## config.mk

```make
export PLATFORM = sky130hd
export DESIGN_NAME = pot_ramp_seq
export DESIGN_NICKNAME = d
export VERILOG_FILES = /design/src/rtl/pot_ramp_seq.sv
export SDC_FILE = /design/constraint.sdc
export NUM_CORES = 1
export LEC_CHECK = 0
export ABC_AREA = 1
export CORE_ASPECT_RATIO = 1.75
export CORE_MARGIN = 2
export CORE_UTILIZATION = 30
export DETAILED_ROUTE_END_ITERATION = 16
export GPL_ROUTABILITY_DRIVEN = 0
export PLACE_DENSITY = 0.5
export REMOVE_ABC_BUFFERS = 1
export SLEW_MARGIN = 20
export SYNTH_ARGS = -nofsm -noshare
export SYNTH_HDL_FRONTEND = slang
export SYNTH_SLANG_ARGS = --single-unit
```

## constraint.sdc

```tcl
create_clock -name clk -period 6.95 [get_ports clk]
set_clock_uncertainty 0.15 [all_clocks]
set_input_delay 2.085 -clock clk [delete_from_list [all_inputs] [get_ports clk]]
set_output_delay 2.085 -clock clk [all_outputs]
set_load 0.03 [all_outputs]
```

## src/rtl/pot_ramp_seq.sv

```systemverilog
// pot_ramp_seq
//   Upstream sequencer for the MCP41HVX1 SPI potentiometer controller. It takes a
//   wiper target from the register side and walks the wiper there. Each step is one
//   single-word write through the SPI controller's send/busy/ok handshake, and a
//   programmable dwell follows every completed ramp step. A direct jump mode skips
//   the stepping. A watchdog flags writes that never receive a completion.
//
// Parameters
//   STEP     wiper codes moved per write in ramp mode (1..MAX_CODE)
//   DWELL    clk cycles to wait after a completed ramp write (>=1)
//   MAX_CODE full-scale wiper code; larger targets are clamped to it
//   TIMEOUT  clk cycles to wait for pot_ok before flagging err_tmo
//
// Ports
//   clk          system clock
//   rst_         asynchronous active-low reset
//   tgt_wr       one-cycle strobe: load tgt_data as the new target
//   tgt_data     requested wiper code
//   ramp_en      1 = step toward the target, 0 = single direct write
//   pot_dat      code presented to the SPI controller, held until the next write
//   pot_send     one-cycle write request to the SPI controller
//   pot_busy     SPI controller busy
//   pot_ok       SPI controller end-of-write strobe
//   cur_val      last code confirmed written
//   ramp_active  high while cur_val differs from the target or a write is in flight
//   err_tmo      sticky lost-completion flag, cleared by tgt_wr
module pot_ramp_seq #(
  parameter int unsigned STEP     = 1,
  parameter int unsigned DWELL    = 4000,
  parameter int unsigned MAX_CODE = 256,
  parameter int unsigned TIMEOUT  = 8191
) (
  input  logic       clk,
  input  logic       rst_,
  input  logic       tgt_wr,
  input  logic [8:0] tgt_data,
  input  logic       ramp_en,
  output logic [8:0] pot_dat,
  output logic       pot_send,
  input  logic       pot_busy,
  input  logic       pot_ok,
  output logic [8:0] cur_val,
  output logic       ramp_active,
  output logic       err_tmo
);

  localparam int unsigned TW = $clog2(TIMEOUT + 1);
  localparam int unsigned DW = $clog2(DWELL + 1);

  typedef enum logic [1:0] {
    S_IDLE,
    S_ISSUE,
    S_WAIT_OK,
    S_DWELL
  } state_t;

  state_t        r_state;
  logic [8:0]    r_target;
  logic [8:0]    r_nxt;
  logic [8:0]    r_pot_dat;
  logic          r_pot_send;
  logic [8:0]    r_cur;
  logic          r_err;
  logic [TW-1:0] r_tmo_cnt;
  logic [DW-1:0] r_dwell_cnt;

  logic [8:0]    w_tgt_clamp;
  logic [9:0]    w_cur10;
  logic [9:0]    w_tgt10;
  logic [9:0]    w_step10;
  logic [9:0]    w_up10;
  logic [9:0]    w_dn10;
  logic [8:0]    w_nxt;

  assign w_tgt_clamp = ({1'b0, tgt_data} > 10'(MAX_CODE)) ? 9'(MAX_CODE) : tgt_data;

  // 10-bit arithmetic: the up step may exceed 9 bits and the down step is only
  // taken when it cannot underflow, so neither end wraps.
  assign w_cur10  = {1'b0, r_cur};
  assign w_tgt10  = {1'b0, r_target};
  assign w_step10 = 10'(STEP);
  assign w_up10   = w_cur10 + w_step10;
  assign w_dn10   = (w_cur10 >= w_step10) ? (w_cur10 - w_step10) : '0;

  always_comb begin
    w_nxt = r_target;
    if (ramp_en) begin
      if (w_tgt10 > w_cur10) begin
        w_nxt = (w_up10 >= w_tgt10) ? r_target : w_up10[8:0];
      end else begin
        w_nxt = ((w_cur10 < w_step10) || (w_dn10 <= w_tgt10)) ? r_target : w_dn10[8:0];
      end
    end
  end

  always_ff @(posedge clk or negedge rst_) begin
    if (!rst_) begin
      r_state     <= S_IDLE;
      r_target    <= '0;
      r_nxt       <= '0;
      r_pot_dat   <= '0;
      r_pot_send  <= 1'b0;
      r_cur       <= '0;
      r_err       <= 1'b0;
      r_tmo_cnt   <= '0;
      r_dwell_cnt <= '0;
    end else begin
      r_pot_send <= 1'b0;

      // Target loads in any state; an in-flight write is left to finish.
      if (tgt_wr) begin
        r_target <= w_tgt_clamp;
        r_err    <= 1'b0;
      end

      case (r_state)
        S_IDLE: begin
          if ((r_target != r_cur) && !pot_busy) begin
            r_nxt   <= w_nxt;
            r_state <= S_ISSUE;
          end
        end

        S_ISSUE: begin
          r_pot_dat  <= r_nxt;
          r_pot_send <= 1'b1;
          r_tmo_cnt  <= '0;
          r_state    <= S_WAIT_OK;
        end

        // pot_ok is only honoured here, which drops the post-reset glitch.
        S_WAIT_OK: begin
          if (pot_ok) begin
            r_cur       <= r_pot_dat;
            r_dwell_cnt <= '0;
            r_state     <= S_DWELL;
          end else if (r_tmo_cnt == TW'(TIMEOUT)) begin
            // cur_val is left alone so IDLE re-issues the same step.
            r_err   <= 1'b1;
            r_state <= S_IDLE;
          end else begin
            r_tmo_cnt <= r_tmo_cnt + TW'(1);
          end
        end

        S_DWELL: begin
          if (!ramp_en || (r_dwell_cnt == DW'(DWELL - 1))) begin
            r_state <= S_IDLE;
          end else begin
            r_dwell_cnt <= r_dwell_cnt + DW'(1);
          end
        end

        default: r_state <= S_IDLE;
      endcase
    end
  end

  assign pot_dat     = r_pot_dat;
  assign pot_send    = r_pot_send;
  assign cur_val     = r_cur;
  assign err_tmo     = r_err;
  assign ramp_active = (r_state != S_IDLE) || (r_target != r_cur);

endmodule
```

==> results.yml <==
status:
  status: "finished, final reports clean"
sta:
  final.min_clock_period_ps: 4840
  hold_slack_ps: 334
  maxSlewViolCount: 0
  final_hold_viol_count: 0
  rsz0062_at_grt: "no"
  setup_violations: 0
  min_period_over_period_pct: 69.6
  relSlewSlack_pct: 40.7
  fmax_mhz: 207
  worstMarginPinSlew_ps: 887
  fin_tns_setup_ps: 0
layout:
  fin_nets: 692
  num_antenna_cells: 0
  drive_above_1_share_pct: 9.08
  multiInputGateArea_mm2: 0.00243
  finalNonFillerCells: 833
  final_cell_mix: "146 x nand2_1, 87 x inv_1, 65 x dfrtp_1"
  register_area_mm2: 0.00163
  utilization_pct: 36.1
  mostFrequentLayoutCell: "nand2_1"
  nFillCells: 1588
  synthToLayoutAreaGrowth_pct: 18.7
synth:
  synthCells: 608
  ys_ff_latch: 65
  synth_top_area_share_pct: 36.2
  yosysTopAreaCell: "dfrtp_1"
  ys_seq_area_share_pct: 36.2
  syn_area_per_cell_um2: 7.38
  ys_types: 42
  ys_warn_count: 0
  synth_area_mm2: 0.00449
  yosys-top-cells-area: "dfrtp_1 36%, nand2_1 12%, ha_1 8.9%, inv_1 7.3%, nand3_1 6.5%"
placement:
  placed_cells: 817
  dp_hpwl_mm: 9.85
  port_buffers: 35
critical_path:
  critPathSlowestCell: "clkdlybuf4s50_1"
  cpPeakStageDelay_ps: 590
  start_kind: "flop"
  critPathKind: "flop to primary output"
  cp.arrival_ps: 2600
  endpoint_kind: "primary output"
  critPathTopFamily: "simple AND/OR/NAND/NOR gates"
  worstPathCellList: "inv_1, ha_1, nand2_1, nor2_1, nand4_1, or2_2, clkdlybuf4s50_1"
  crit_required_ps: 4720
  critPathBufInv: 2
  rrSetupSlack_ps: 3240
  cp_max_fo: 5
clock_network:
  cts_inserted_buffers: 9
  cts_resized: 0
  post_cts_buffers: 0
  cts_tree: "yes"
  clockRootBuffer: "clkbuf_16"
  clockBufferDepth: 2
  clkLatencyLatePin_ps: 330
  cts.sinks: 65
  hold_buffers: 0
  path_clk_slew_ps: 60
  cts-htree-levels: 3
job:
  drv_cap: 0
grt:
  antenna_found_initial: 0
  grt_pass1_vias: 4270
  track_usage_pct: 16.7
  overflow: 0
  grt_pass1_wl_mm: 20.7
  grt_max_degree: 66
floorplanning:
  num_rows: 59
  core_mm2: 0.0148
  start_util_pct: 30.4
  die_w_um: 96.5
  die_y_um: 166
  ios: 36
  dieArea_mm2: 0.0160
power_and_ir_drop:
  power.share.sequential_pct: 22.9
  p_int_mw: 1.26
  vdd_ir_drop_max_mv: 0.155
  p_leak_nw: 2.59
  p_comb_share_pct: 58.6
  p_per_area_mw_per_mm2: 470
  switching_power_mw: 1.24
  pwr-share-clk_pct: 18.5
  power.total_mw: 2.50
  p_sw_share_pct: 49.6
drt:
  vias: 4159
  drcViolationCount: 0
  wl_mm: 12.6
  wl_per_cell_um: 15.1
  via_per_inst: 4.99
  antenna_left: 0
  firstDrtPassIters: 5
  drtIter0Drc: 260
hold_path:
  min-delay-path-class: "flop to flop"
## synth_stat cells
| master | instances |
|---|---|
| nand4_2 | 1 |
| nor3_2 | 1 |
| ha_1 | 32 |
| nor3_4 | 1 |
| o21ai_0 | 28 |
| nand2_1 | 146 |
| nor2_1 | 34 |
| nand3_1 | 58 |
| clkinv_1 | 4 |
| nor2_4 | 1 |
| o31ai_1 | 7 |
| nand4_1 | 16 |
| a21oi_1 | 30 |
| o211a_1 | 1 |
| o22ai_1 | 2 |
| a21o_1 | 1 |
| xnor2_1 | 2 |
| nand3_2 | 7 |
| inv_2 | 8 |
| o21ai_1 | 7 |
| inv_1 | 87 |
| a21oi_2 | 1 |
| buf_4 | 3 |
| dfrtp_1 | 65 |
| nor4_1 | 5 |
| and3_1 | 2 |
| a32o_1 | 1 |
| nor4_2 | 1 |
| o211ai_1 | 1 |
| nand2_2 | 6 |
| inv_4 | 1 |
| nand3b_1 | 1 |
| or2_2 | 2 |
| clkbuf_1 | 5 |
| o21a_1 | 1 |
| a21boi_2 | 1 |
| or4_1 | 1 |
| xor2_1 | 13 |
| nor2_2 | 5 |
| nand2_4 | 4 |
| buf_2 | 3 |
| nor3_1 | 12 |
## state kept, by name, indices dropped and copies added (netlist names)
name         flops
r_tmo_cnt       13
r_dwell_cnt     12
cur_val          9
pot_dat          9
r_nxt            9
r_target         9
r_state          2
err_tmo          1
pot_send         1
## worst register-to-register path, delay by kind of cell (launching register included)
family                     cells  cell delay, ps
buffers and inverters          1             160
DFF                            1             520
and+or+nand+nor               14            1890
adders and majority gates      2             540
AOI/OAI and AO/OA              1             360
## power groups by stage
stage	combinational (mW)	sequential, mW	clock, mW
floorplan	0.945	0.654	0
global placement	1.45	0.577	0
detailed placement	1.47	0.581	0
CTS	1.48	0.574	0.477
global route	1.67	0.590	0.492
finish	1.47	0.574	0.463
## final timing paths
path	start	endpoint	depth (start not counted)
setup / recovery	cur_val[8]	ramp_active	7
hold / removal	r_nxt[6]	r_nxt[6]	2
setup reg to reg	cur_val[0]	r_nxt[1]	18
hold reg to reg	r_nxt[6]	r_nxt[6]	2
max in group asynchronous	rst_	r_nxt[6]	2
min in group asynchronous	rst_	r_tmo_cnt[4]	2
## metal layers
layer	wire (um)	share of wire [%]	up-vias	global-route usage [%]
met5	0	0	-	0
met4	436	3.5	0	7.96
met3	341	2.7	26	2.13
met2	6900	55	95	30.6
met1	4910	39	1972	18.3
li1	-	-	2066	-
## area by class of cell
cell class	count	area share [%]
timing repair buffer	37	6.76
clock inverter	6	1.24
clock buffer	10	4.49
inverter	100	7.09
tap	183	4.30
multi-input combinational	432	45.6
sequential	65	30.5
## per-stage QoR
| stage | worst slack, ps | cell area, um^2 |
|---|---|---|
| 2_1_floorplan | 2940 | 4430 |
| 3_3_place_gp | 2460 | 5020 |
| 3_5_place_dp | 2450 | 5020 |
| 4_1_cts | 2100 | 5330 |
| 5_1_grt | 1910 | 5330 |
| 6_report | 2110 | 5330 |
## kinds of logic (layout without fill, tap and decap cells)
| family | count (synthesis) | after routing | share of synthesized area (%) |
|---|---|---|---|
| buffers and inverters | 111 | 153 | 9.67 |
| and+or+nand+nor | 304 | 304 | 32.2 |
| adders and majority gates | 32 | 32 | 8.92 |
| AOI/OAI and AO/OA | 81 | 81 | 10.1 |
| xor gates and xnor gates | 15 | 15 | 2.93 |
| DFF | 65 | 65 | 36.2 |
Note: power is estimated with default switching activity, not from simulation.
==> patch (config.mk and constraints unchanged) <==
Set the parameter `TIMEOUT` to 4095 (it was 8191).
--- a/src/rtl/pot_ramp_seq.sv
+++ b/src/rtl/pot_ramp_seq.sv
@@ -29,5 +29,5 @@
   parameter int unsigned DWELL    = 4000,
   parameter int unsigned MAX_CODE = 256,
-  parameter int unsigned TIMEOUT  = 8191
+  parameter int unsigned TIMEOUT  = 4095
 ) (
   input  logic       clk,
Behaviour: no difference found for any inputs over 10 cycles, from zero or initial values and one cycle with rst_ low; that may be too few to reach the edited logic, so the function may still have changed.
==> patch against the original RTL <==
Setup slack better by 0.22 ns; design area decreased by 0.96%; routed wire length shrank 5.6%; hold slack worse by 0.0026 ns; area after synthesis is 1.2% lower; total power down 2.7%; sequential cell count fell by 1; clock power about the same; highest routed layer unchanged.
==> patch: results <==
group,metric,value,unit
power,p_leak,2.573,nW
final_layout,final_nets,686,
logic_synthesis,yosysSeqAreaShare,36.11,%
sta,hold_ws,0.3315,ns
logic_synthesis,synth_top_cells_by_count,"155 x nand2_1, 85 x inv_1, 64 x dfrtp_1",
global_routing,antenna_found_initial,0,
routing,drt-total-wl,11890,um
clock_network,cts_buffers,9,
routing,drt_iter0_drc,221,
global_routing,gr-usage-met2,30.39,%
power,swShare,48.75,%
placement,postPlaceCellArea,4969,um2
clock_network,post_cts_buffers,0,
final_layout,drive_above_1_share,8.230,%
worst_setup_path,reg2reg_to,"r_nxt[4]",
global_routing,grt_usage,16.56,%
sta,finalCriticalPeriod,4.616,ns
clock_network,cts_root_buf,"clkbuf_16",
worst_setup_path,r2r_setup_slack,3.29,ns
routing,avgViaCountPerCell,4.958,
worst_setup_path,reg2reg_depth,24,
logic_synthesis,async_reset_ff_share,100.0,%
global_routing,grt_max_degree,65,
power,vdd_drop_max,0.0001552,V
worst_setup_path,cpPeakStageDelay,0.62,ns
sta,relSlewSlack,45.51,%
clock_network,htreeDepth,3,
logic_synthesis,ys_top_cells_by_area,"dfrtp_1 36%, nand2_1 13%, ha_1 9.0%",
logic_synthesis,syn_avg_cell_area,7.380,um2
final_layout,fill_cells,1522,
worst_setup_path,worstPathArrival,2.38,ns
placement,placed_cells,808,
placement,place_ws,2.628,ns
global_routing,grt_pass1_vias,4180,
final_layout,top_regs,"r_dwell_cnt (12), r_tmo_cnt (12)",
logic_synthesis,synth_cell_types,38,
run_status,status,"finished clean",
worst_setup_path,crit_family,"buffers and inverters",
global_routing,grtUsageMet1,18.52,%
worst_setup_path,crit_path_start,"cur_val[7]",
global_routing,grt_use_met3,2.555,%
placement,io_buffer_count,35,
routing,drt_pass1_iterations,5,
worst_setup_path,cp_max_fo,6,
global_routing,grt_pass1_wl,20240,um
clock_network,clkTransAtPathRegs,0.06,ns
placement,dpl.hpwl,9312,um
final_layout,fin_cells,824,
==> patch: worst min-delay path by stage <==
| stage | startpoint | endpoint | cells after the start |
|---|---|---|---|
| global placement | r_nxt[2] | r_nxt[2] | 2 |
| floorplan | r_nxt[0] | r_nxt[0] | 2 |
| finish | r_nxt[0] | r_nxt[0] | 2 |
| detailed placement | r_nxt[5] | r_nxt[5] | 2 |
| CTS | r_nxt[5] | r_nxt[5] | 2 |
| global route | r_nxt[6] | pot_dat[6] | 2 |
==> patch: cell type report <==
cell class	count	area (um2)	share of cell area [%]
clock buffers	10	239.0	4.529
well taps	180	225.2	4.268
inverters	92	345.3	6.545
multi-input cells	435	2436	46.17
clock inverters	6	68.82	1.304
repair buffers	37	360.3	6.830
flip-flops and latches	64	1602	30.35
==> patch: cell families after synthesis <==
logic type / after synthesis / synth area share (%)
and+or+nand+nor: 306 / 32.86
xor gates and xnor gates: 15 / 2.962
AOI/OAI and AO/OA: 82 / 10.07
adders and majority gates: 32 / 9.027
buffers and inverters: 102 / 8.971
DFF: 64 / 36.11
==> patch: power by group through the flow <==
stage	clock network (mW)	logic, mW	registers (mW)
final	0.462	1.41	0.566
after global routing	0.492	1.61	0.582
after CTS	0.474	1.42	0.567
after detailed placement	0	1.41	0.573
after global placement	0	1.40	0.569
after floorplan	0	0.923	0.641
==> patch: routing by layer <==
metal / part of all wire, % / routed length, um
met4: 3.0 / 356
met1: 39 / 4616
met5: 0 / 0
met3: 3.8 / 448
met2: 54 / 6471
==> patch: tightest hold or removal path: cells and delay by family (launching register included) <==
| kind | cells | cell delay (ns) |
|---|---|---|
| DFF | 1 | 0.34 |
| and+or+nand+nor | 2 | 0.12 |
